### src/rtl/sync_up_counter.sv
// sync_up_counter: 4-bit synchronous up/down counter built from T flip-flops.
// All stages share clk; each stage toggles when t is high and every lower
// stage sits at the terminal value for the current direction (all ones when
// counting up, all zeros when counting down). reset is active-low and async.
module sync_up_counter (
  input  logic       t,
  input  logic       clk,
  input  logic       reset,
  output logic [3:0] q,
  output logic [3:0] qb,
  input  logic       M
);

  logic [3:0] tgl;
  logic [3:0] low_ones;
  logic [3:0] low_zeros;

  // Running AND of the lower bits, for both polarities, feeding the toggle terms.
  always_comb begin
    low_ones     = '0;
    low_zeros    = '0;
    low_ones[0]  = q[0];
    low_zeros[0] = ~q[0];
    for (int n = 1; n < 4; n++) begin
      low_ones[n]  = low_ones[n-1] & q[n];
      low_zeros[n] = low_zeros[n-1] & ~q[n];
    end
  end

  // Per-stage toggle enables: stage 0 follows t, higher stages need a full carry/borrow below.
  always_comb begin
    tgl    = '0;
    tgl[0] = t;
    for (int n = 1; n < 4; n++) begin
      tgl[n] = t & (M ? low_zeros[n-1] : low_ones[n-1]);
    end
  end

  // The four T flip-flops, cleared asynchronously while reset is low.
  always_ff @(posedge clk or negedge reset) begin
    if (!reset) begin
      q <= 4'b0000;
    end else begin
      q <= q ^ tgl;
    end
  end

  // Complement output follows q directly, so it reads 4'b1111 during reset too.
  assign qb = ~q;

endmodule

### config.mk
export PLATFORM = sky130hd
export DESIGN_NAME = sync_up_counter
export DESIGN_NICKNAME = d
export VERILOG_FILES = /design/src/rtl/sync_up_counter.sv
export SDC_FILE = /design/constraint.sdc
export NUM_CORES = 1
export LEC_CHECK = 0
export CELL_PAD_IN_SITES_DETAIL_PLACEMENT = 1
export CELL_PAD_IN_SITES_GLOBAL_PLACEMENT = 1
export CORE_AREA = 2 2 39 41
export CTS_CLUSTER_DIAMETER = 200
export DETAILED_ROUTE_END_ITERATION = 6
export DIE_AREA = 0 0 41 43
export DONT_BUFFER_PORTS = 1
export GPL_TIMING_DRIVEN = 0
export PLACE_DENSITY_LB_ADDON = 0.08
export SYNTH_ARGS = -nofsm -noshare
export SYNTH_HDL_FRONTEND = slang
export SYNTH_SLANG_ARGS = --single-unit
### constraint.sdc
create_clock -name clk -period 2.7 [get_ports clk]
set_input_delay 0.135 -clock clk [delete_from_list [all_inputs] [get_ports clk]]
set_output_delay 0.135 -clock clk [all_outputs]
set_load 0.02 [all_outputs]
==> results of run 1 <==
[layout make-up]
type	instances	area, um2
plain buffers	1	11.3
clock buffers	3	22.5
fillers	158	1100
inverters	4	15.0
multi-input cells	12	98.8
flip-flops and latches	4	100
well taps	16	20.0
repair buffers	2	20.0
[final timing paths]
path	endpoint	slack (ns)	depth (start not counted)
setup / recovery	q[3]	1.48	4
hold / removal	q[1]	0.05	2
setup reg to reg	q[3]	1.48	4
hold reg to reg	q[3]	0.62	1
max in group asynchronous	q[2]	2.34	1
min in group asynchronous	q[0]	0.18	1
[metal layers]
layer | share of wire | track usage
met1 | 0.47 | 0.0705
met2 | 0.43 | 0.0750
met3 | 0.099 | 0.0314
met4 | 0 | 0.100
met5 | 0 | 0
[kinds of logic after synthesis]
| kind of cell | Yosys count |
|---|---|
| AO/OA/AOI/OAI | 2 |
| XOR/XNOR | 5 |
| buffers and inverters | 5 |
| flip-flops | 4 |
| AND/OR/NAND/NOR | 5 |
[power breakdown]
part           internal, mW  switching (mW)  total (mW)
registers            0.0916          0.0850       0.177
logic                0.0587          0.0880       0.147
clock network        0.0497          0.0238      0.0735
[cells in the mapped netlist]
| master | number | area share |
|---|---|---|
| dfrtp_1 | 4 | 0.44 |
| xor2_1 | 2 | 0.078 |
| and4b_1 | 1 | 0.044 |
| buf_6 | 1 | 0.050 |
| o21ai_1 | 2 | 0.044 |
| nand2_1 | 1 | 0.017 |
| inv_1 | 4 | 0.067 |
| nor4b_2 | 1 | 0.067 |
| xnor2_1 | 3 | 0.12 |
| nor3b_1 | 1 | 0.033 |
| and3b_1 | 1 | 0.039 |
[placed cells by master (no fill, tap or decap)]
| master | count |
|---|---|
| o21ai_1 | 2 |
| inv_1 | 4 |
| nor4b_2 | 1 |
| nand2_1 | 1 |
| dfrtp_1 | 4 |
| and4b_1 | 1 |
| and3b_1 | 1 |
| xnor2_1 | 3 |
| clkbuf_4 | 3 |
| nor3b_1 | 1 |
| buf_6 | 1 |
| dlygate4sd3_1 | 2 |
| xor2_1 | 2 |
[per-stage QoR]
stage | total power [mW] | utilization | cell area, um2 | std cells
floorplan | 0.299 | - | 225 | 21
global placement | 0.324 | 0.177 | 245 | 37
detailed placement | 0.323 | 0.177 | 245 | 37
CTS | 0.406 | 0.208 | 288 | 42
global route | 0.428 | 0.208 | 288 | 42
finish | 0.397 | 0.208 | 288 | 42
[worst reg2reg max path, cell delays in order, from the launching register on]
cell,delay (ns)
dfrtp_1,0.45
buf_6,0.17
nor4b_2,0.24
o21ai_1,0.10
xnor2_1,0.12
==> flow_summary.yaml, run 1 <==
yosys:
  synth_seq_cells: 4
  synthMuxAreaShare: 0
  ys_warn_count: 0
  synthesis.area_um2: 225
  ys_seq_area_frac: 0.444
  netlist_instances: 21
  synth_compound_area_frac: 0.0444
  synth-xor-area-share: 0.194
  synthSimpleGateAreaFrac: 0.200
  ys_types: 11
  syn_area_per_cell_um2: 10.7
  syn_nets: 25
  synth_top_family_by_area: "simple AND/OR/NAND/NOR gates"
  yosys.area_share.adder: 0
final_layout:
  top_register: "q"
  fin_nets: 32
  drive_above_1_share: 0.192
  n_antenna_cell: 0
  largest_reg_flops: 4
  reg_top3: "q (4)"
  area_delta_synth_final_pct: 27.8
critical_path:
  crit_type: "reg2reg"
  path_buf_inv: 1
  cp_slowest_cell: "dfrtp_1"
  critPathLaunch: "q[0]"
  cp_slowest_stage_delay_ns: 0.45
  endpoint_kind: "flip-flop"
  crit_family: "flip-flops"
  worstPathRequired_ns: 2.81
  cp_max_fo: 7
  reg2reg_from: "q[0]"
  startpoint_type: "flip-flop"
  cp_data_arrival_time_ns: 1.32
  path_cells: "buf_6 > nor4b_2 > o21ai_1 > xnor2_1"
run:
  drv_cap: 0
clocking:
  cts_tree: "yes"
  cts_sinks: 4
  cts_hold_buf: 2
  cts_buffers: 3
  clkTransAtPathRegs_ns: 0.04
  cts_setup_buffers: 0
  post_cts_resized: 0
  htree_levels: 1
  cts_buffer_depth: 2
  cts_root_buf: "clkbuf_4"
  clk_latency_ns: 0.23
power_and_ir_drop:
  ir_worst_vdd_uv: 253
  power.leakage_nw: 0.132
  power.density_nw_per_um2: 1380
sta:
  period_minus_slack_ns: 1.22
  hold_viol_final: 0
  timing.fmax_ghz: 0.821
  final.setup.worst_slack_ns: 1.48
  clock-skew-final_ns: 0.00261
  fin_setup_tns_ns: 0
  relSlewSlack: 0.724
  drv_slew: 0
  worst_pin_slew_ns: 0.414
  holdWs_ns: 0.0531
  rsz0062_at_grt: "no"
  finalSetupViolCount: 0
  period_share: 0.451
hold_path:
  hold_class: "in2reg"
  worstHoldStart: "t"
place:
  port_buffers: 0
  pre_cts_slack_ns: 1.47
  place.gp.congestion: 0.582
route:
  dr.first_iter.drc_count: 0
  first_pass_iters: 1
  drc: 0
  route.detailed.wl_per_inst_um: 11.5
  drt-vias-per-instance: 3.76
  drtAntennaViolNets: 0
  vias: 158
  routed_wl_um: 484
floorplan:
  ios: 12
  coreArea_um2: 1380
  die_h_um: 43
  die_x_um: 41
  start_util: 0.163
  design.die.area_um2: 1760
  rows: 14
global_routing:
  antenna_found_initial: 0
  grt_pass1_vias: 178
  grt_max_degree: 8
  grt_pass1_wl_um: 703
  overflow: 0
  track_usage: 0.0672
status:
  outcome: "complete, no violations"
(Power assumes the default switching activity.)
==> run 2: changes to the inputs <==
clock period = 1.1 ns   (was 2.7 ns; I/O delays follow)
==> flow_summary.yaml, run 2 (synthesis gave the netlist of run 1 again) <==
status:
  outcome: "complete, but fails checks"
  violations: "negative setup slack"
final_layout:
  largest_reg_flops: 4
  nFillCells: 163
  drive_above_1_share: 0.357
  reg_top3: "q (4)"
  final_common_cell: "inv_1"
  n_antenna_cell: 0
  final_cell_mix: "inv_1, xnor2_1, clkbuf_4, dlygate4sd3_1, dfrtp_2"
  top_register: "q"
  fin_nets: 33
  stdcell_count: 44
  area_delta_synth_final_pct: 43.3
floorplan:
  ios: 12
  rows: 14
  start_util: 0.163
  coreArea_um2: 1380
  die_x_um: 41
  design.die.area_um2: 1760
  die_h_um: 43
route:
  routed_wl_um: 502
  first_pass_iters: 4
  drc: 0
  vias: 179
  dr.first_iter.drc_count: 3
  drtAntennaViolNets: 0
  drt-vias-per-instance: 4.07
  route.detailed.wl_per_inst_um: 11.4
global_routing:
  overflow: 0
  track_usage: 0.0772
  grt_pass1_wl_um: 814
  grt_pass1_vias: 187
  grt_max_degree: 8
  antenna_found_initial: 0
clocking:
  clk_latency_ns: 0.24
  cts_setup_buffers: 0
  cts_root_buf: "clkbuf_4"
  cts_buffers: 3
  htree_levels: 1
  clkTransAtPathRegs_ns: 0.04
  cts_buffer_depth: 2
  cts_tree: "yes"
  cts_sinks: 4
sta:
  holdWs_ns: 0.0187
  clock-skew-final_ns: 0.00916
  period_minus_slack_ns: 1.15
  period_share: 1.05
  hold_viol_final: 0
  drv_slew: 0
  finalSetupViolCount: 2
  timing.fmax_ghz: 0.866
  relSlewSlack: 0.821
  worst_pin_slew_ns: 0.268
  final.setup.worst_slack_ns: -0.0547
  rsz0062_at_grt: "yes"
run:
  drv_cap: 0
hold_path:
  hold_class: "in2reg"
critical_path:
  path_cells: "buf_6 > nor4b_4 > o21ai_2 > xnor2_1"
  cp_max_fo: 7
  cp_slowest_cell: "dfrtp_2"
  cp_data_arrival_time_ns: 1.26
  cp_slowest_stage_delay_ns: 0.45
  startpoint_type: "flip-flop"
  worstPathRequired_ns: 1.20
  crit_type: "reg2reg"
  endpoint_kind: "flip-flop"
power_and_ir_drop:
  power.leakage_nw: 0.142
  power.density_nw_per_um2: 3260
  ir_worst_vdd_uv: 503
place:
  place_inst: 37
  port_buffers: 0
  place.gp.congestion: 0.565
==> run 2: final timing paths <==
check	from	to	slack (ns)	cells after the start
max in group asynchronous	reset	q[2]	0.80	1
max reg2reg	q[0]	q[3]	-0.05	4
min	t	q[2]	0.02	2
min in group asynchronous	reset	q[0]	0.09	1
min reg2reg	q[2]	q[2]	0.62	1
max	q[0]	q[3]	-0.05	4
==> run 2: power by group <==
part | switching (mW) | internal (mW)
Clock | 0.0618 | 0.136
Sequential | 0.223 | 0.237
Combinational | 0.232 | 0.161
==> run 2: layout make-up <==
type | count | area, um2 | area share
Tap cell | 16 | 20.0 | 0.0620
Timing Repair Buffer | 3 | 30.0 | 0.0930
Sequential cell | 4 | 104 | 0.322
Clock buffer | 4 | 26.3 | 0.0814
Buffer | 1 | 11.3 | 0.0349
Inverter | 4 | 15.0 | 0.0465
Multi-Input combinational cell | 12 | 116 | 0.360
==> run 2: per-stage QoR <==
step	worst slack, ns	total power, mW	utilization	instance area (um2)	TNS (ns)
detailed placement	-0.0776	0.798	0.178	246	-0.143
floorplan	-0.0208	0.738	-	226	-0.0208
CTS	-0.0716	1.03	0.216	299	-0.106
finish	-0.0547	1.05	0.233	323	-0.0926
global placement	-0.0812	0.794	0.178	246	-0.118
global route	-0.128	1.14	0.233	323	-0.231
==> run 2: worst max-delay path: cells and delay by family (launching register included) <==
kind	cells	cell delay, ns
AO/OA/AOI/OAI	1	0.08
XOR/XNOR	1	0.12
buffers and inverters	1	0.16
flip-flops	1	0.45
AND/OR/NAND/NOR	1	0.22
==> run 2: what timing repair did <==
| action | in CTS | in global routing |
|---|---|---|
| hold buffers | 2 | 1 |
| endpoints found under the hold margin | 6 | 1 |
| endpoints found under the setup margin | 2 | 2 |
| resized for setup | 2 | 3 |
| pin swaps | 4 | 0 |
==> run 2: routing by layer <==
metal / GRT usage / routed length (um) / up-vias
li1: - / - / 82
met4: 0.140 / 19 / 0
met2: 0.0875 / 234 / 9
met5: 0 / 0 / -
met1: 0.0833 / 209 / 86
met3: 0.0105 / 39 / 2
==> run 3: changes to the inputs <==
ABC_AREA = 1   (was not set)
==> flow_summary.yaml, run 3 <==
hold_path:
  worstHoldStart: "t"
  whs_endpoint: "q[0]"
  hold_class: "in2reg"
  holdPathStages: 1
critical_path:
  crit_family: "flip-flops"
  startpoint_type: "flip-flop"
  r2r_cells: 5
  path_cells: "buf_6 > inv_2 > nand2_1 > nand3_1 > xor2_1"
  cp_slowest_cell: "dfrtp_2"
  r2r_setup_slack_ns: -0.001
  path_buf_inv: 2
  endpoint_kind: "flip-flop"
  r2r_end: "q[1]"
  crit_type: "reg2reg"
  cp_max_fo: 7
  cp_data_arrival_time_ns: 1.25
  cp_slowest_stage_delay_ns: 0.45
  reg2reg_from: "q[0]"
  worstPathRequired_ns: 1.25
sta:
  drv_slew: 0
  rsz0062_at_grt: "yes"
  clock-skew-final_ns: 0.00697
  timing.fmax_ghz: 0.908
  holdWs_ns: -0.103
  fin_setup_tns_ns: -0.00140
  period_share: 1.00
  worst_pin_slew_ns: 0.252
  hold_viol_final: 3
  final.setup.worst_slack_ns: -0.00140
  relSlewSlack: 0.832
  finalSetupViolCount: 1
  period_minus_slack_ns: 1.10
yosys:
  synth_seq_cells: 4
  synthesis.area_um2: 240
  synth_edf_count: 0
  synthTopCellsByArea: "dfrtp_1, nand2_1, xor2_1, nand3_1, inv_1"
  synth_top_area_cell: "dfrtp_1"
  yosysMostFrequentCell: "nand2_1"
  ys_types: 12
  syn_nets: 35
  netlist_instances: 31
  syn_area_per_cell_um2: 7.75
  netlist.area_leader.share: 0.417
  ys_warn_count: 0
  synth_flop_cell: "dfrtp_1"
  synth_common_cells: "nand2_1, dfrtp_1, inv_1"
  ys_seq_area_frac: 0.417
  synthArstFlopShare: 1.00
route:
  routed_wl_um: 636
  drc: 0
  vias: 223
  drtAntennaViolNets: 0
  route.detailed.wl_per_inst_um: 12.2
  drt-vias-per-instance: 4.29
  first_pass_iters: 1
  dr.first_iter.drc_count: 0
floorplan:
  rows: 14
  die_h_um: 43
  die_x_um: 41
  ios: 12
  start_util: 0.174
  design.die.area_um2: 1760
  coreArea_um2: 1380
clocking:
  clk_latency_ns: 0.24
  cts_root_buf: "clkbuf_4"
  clkTransAtPathRegs_ns: 0.04
  htree_levels: 1
  cts_buffer_depth: 2
  cts_buffers: 3
  cts_hold_buf: 1
  cts_sinks: 4
  cts_tree: "yes"
final_layout:
  n_antenna_cell: 0
  top_register: "q"
  final_common_cell: "nand2_1"
  largest_reg_flops: 4
  drive_above_1_share: 0.444
  area_delta_synth_final_pct: 35.4
  nFillCells: 169
  fin_nets: 42
  reg_top3: "q (4)"
place:
  pre_cts_slack_ns: -0.0886
  dpl.hpwl_um: 502
  place.gp.congestion: 0.682
  port_buffers: 0
power_and_ir_drop:
  power.density_nw_per_um2: 3390
  power.leakage_nw: 0.152
  ir_worst_vdd_uv: 1130
run:
  drv_cap: 0
global_routing:
  overflow: 0
  grt_pass1_wl_mm: 1.00
  antenna_found_initial: 0
  track_usage: 0.0956
  grt_pass1_vias: 218
  grt_max_degree: 8
status:
  outcome: "complete, but fails checks"
  violations: "negative hold slack, negative setup slack"
==> run 3: worst max path at each step <==
stage          from  endpoint  slack [ns]  cells past startpoint
4_1_cts        q[0]      q[3]       -0.02                      7
3_5_place_dp   q[2]      q[3]       -0.09                      6
3_3_place_gp   q[2]      q[3]       -0.07                      6
5_1_grt        q[0]      q[1]       -0.07                      5
6_report       q[0]      q[1]      -0.001                      5
2_1_floorplan  q[2]      q[3]        0.02                      6
==> run 3: worst register-to-register path: stages (launching register included) <==
cell     delay (ns)
dfrtp_2        0.45
buf_6          0.16
inv_2          0.11
nand2_1        0.06
nand3_1        0.08
xor2_1         0.15
==> run 3: final cells by class <==
type,count,area [um2],area share
multi-input cells,21,131,0.404
inverters,5,18.8,0.0577
repair buffers,2,17.5,0.0538
clock buffers,3,22.5,0.0692
well taps,16,20.0,0.0615
flip-flops and latches,4,104,0.319
plain buffers,1,11.3,0.0346
==> run 3: layer usage <==
layer,global-route usage,vias to the layer above,share of wire
li1,-,106,-
met1,0.100,105,0.37
met2,0.106,12,0.47
met3,0.126,0,0.15
met4,0.0400,0,0
met5,0,-,0
==> run 3: logic make-up after synthesis <==
| kind of cell | count (synthesis) | share of synthesized area |
|---|---|---|
| buffers and inverters | 6 | 0.125 |
| and+or+nand+nor | 18 | 0.365 |
| AOI/OAI and AO/OA | 1 | 0.0208 |
| DFF | 4 | 0.417 |
| xor gates and xnor gates | 2 | 0.0729 |
==> run 3: where the power goes <==
group          switching (mW)  leakage (nW)  total [mW]  internal [mW]
Clock                  0.0624        0.0138       0.185          0.122
Combinational           0.312        0.0940       0.482          0.170
Sequential              0.203        0.0445       0.438          0.234
==> run 3: through the flow <==
step | instances | utilization | instance area [um2] | power, mW
6_report | 52 | 0.235 | 325 | 1.10
5_1_grt | 52 | 0.235 | 325 | 1.21
4_1_cts | 52 | 0.219 | 303 | 1.06
3_5_place_dp | 47 | 0.188 | 260 | 0.822
3_3_place_gp | 47 | 0.188 | 260 | 0.809
2_1_floorplan | 31 | - | 240 | 0.746
==> run 3: repair_timing <==
item                       CTS  global route
hold endpoints to repair     7             4
setup buffers                1             0
resized for setup            3             6
setup endpoints to repair    3             4
pin swaps                    2             1
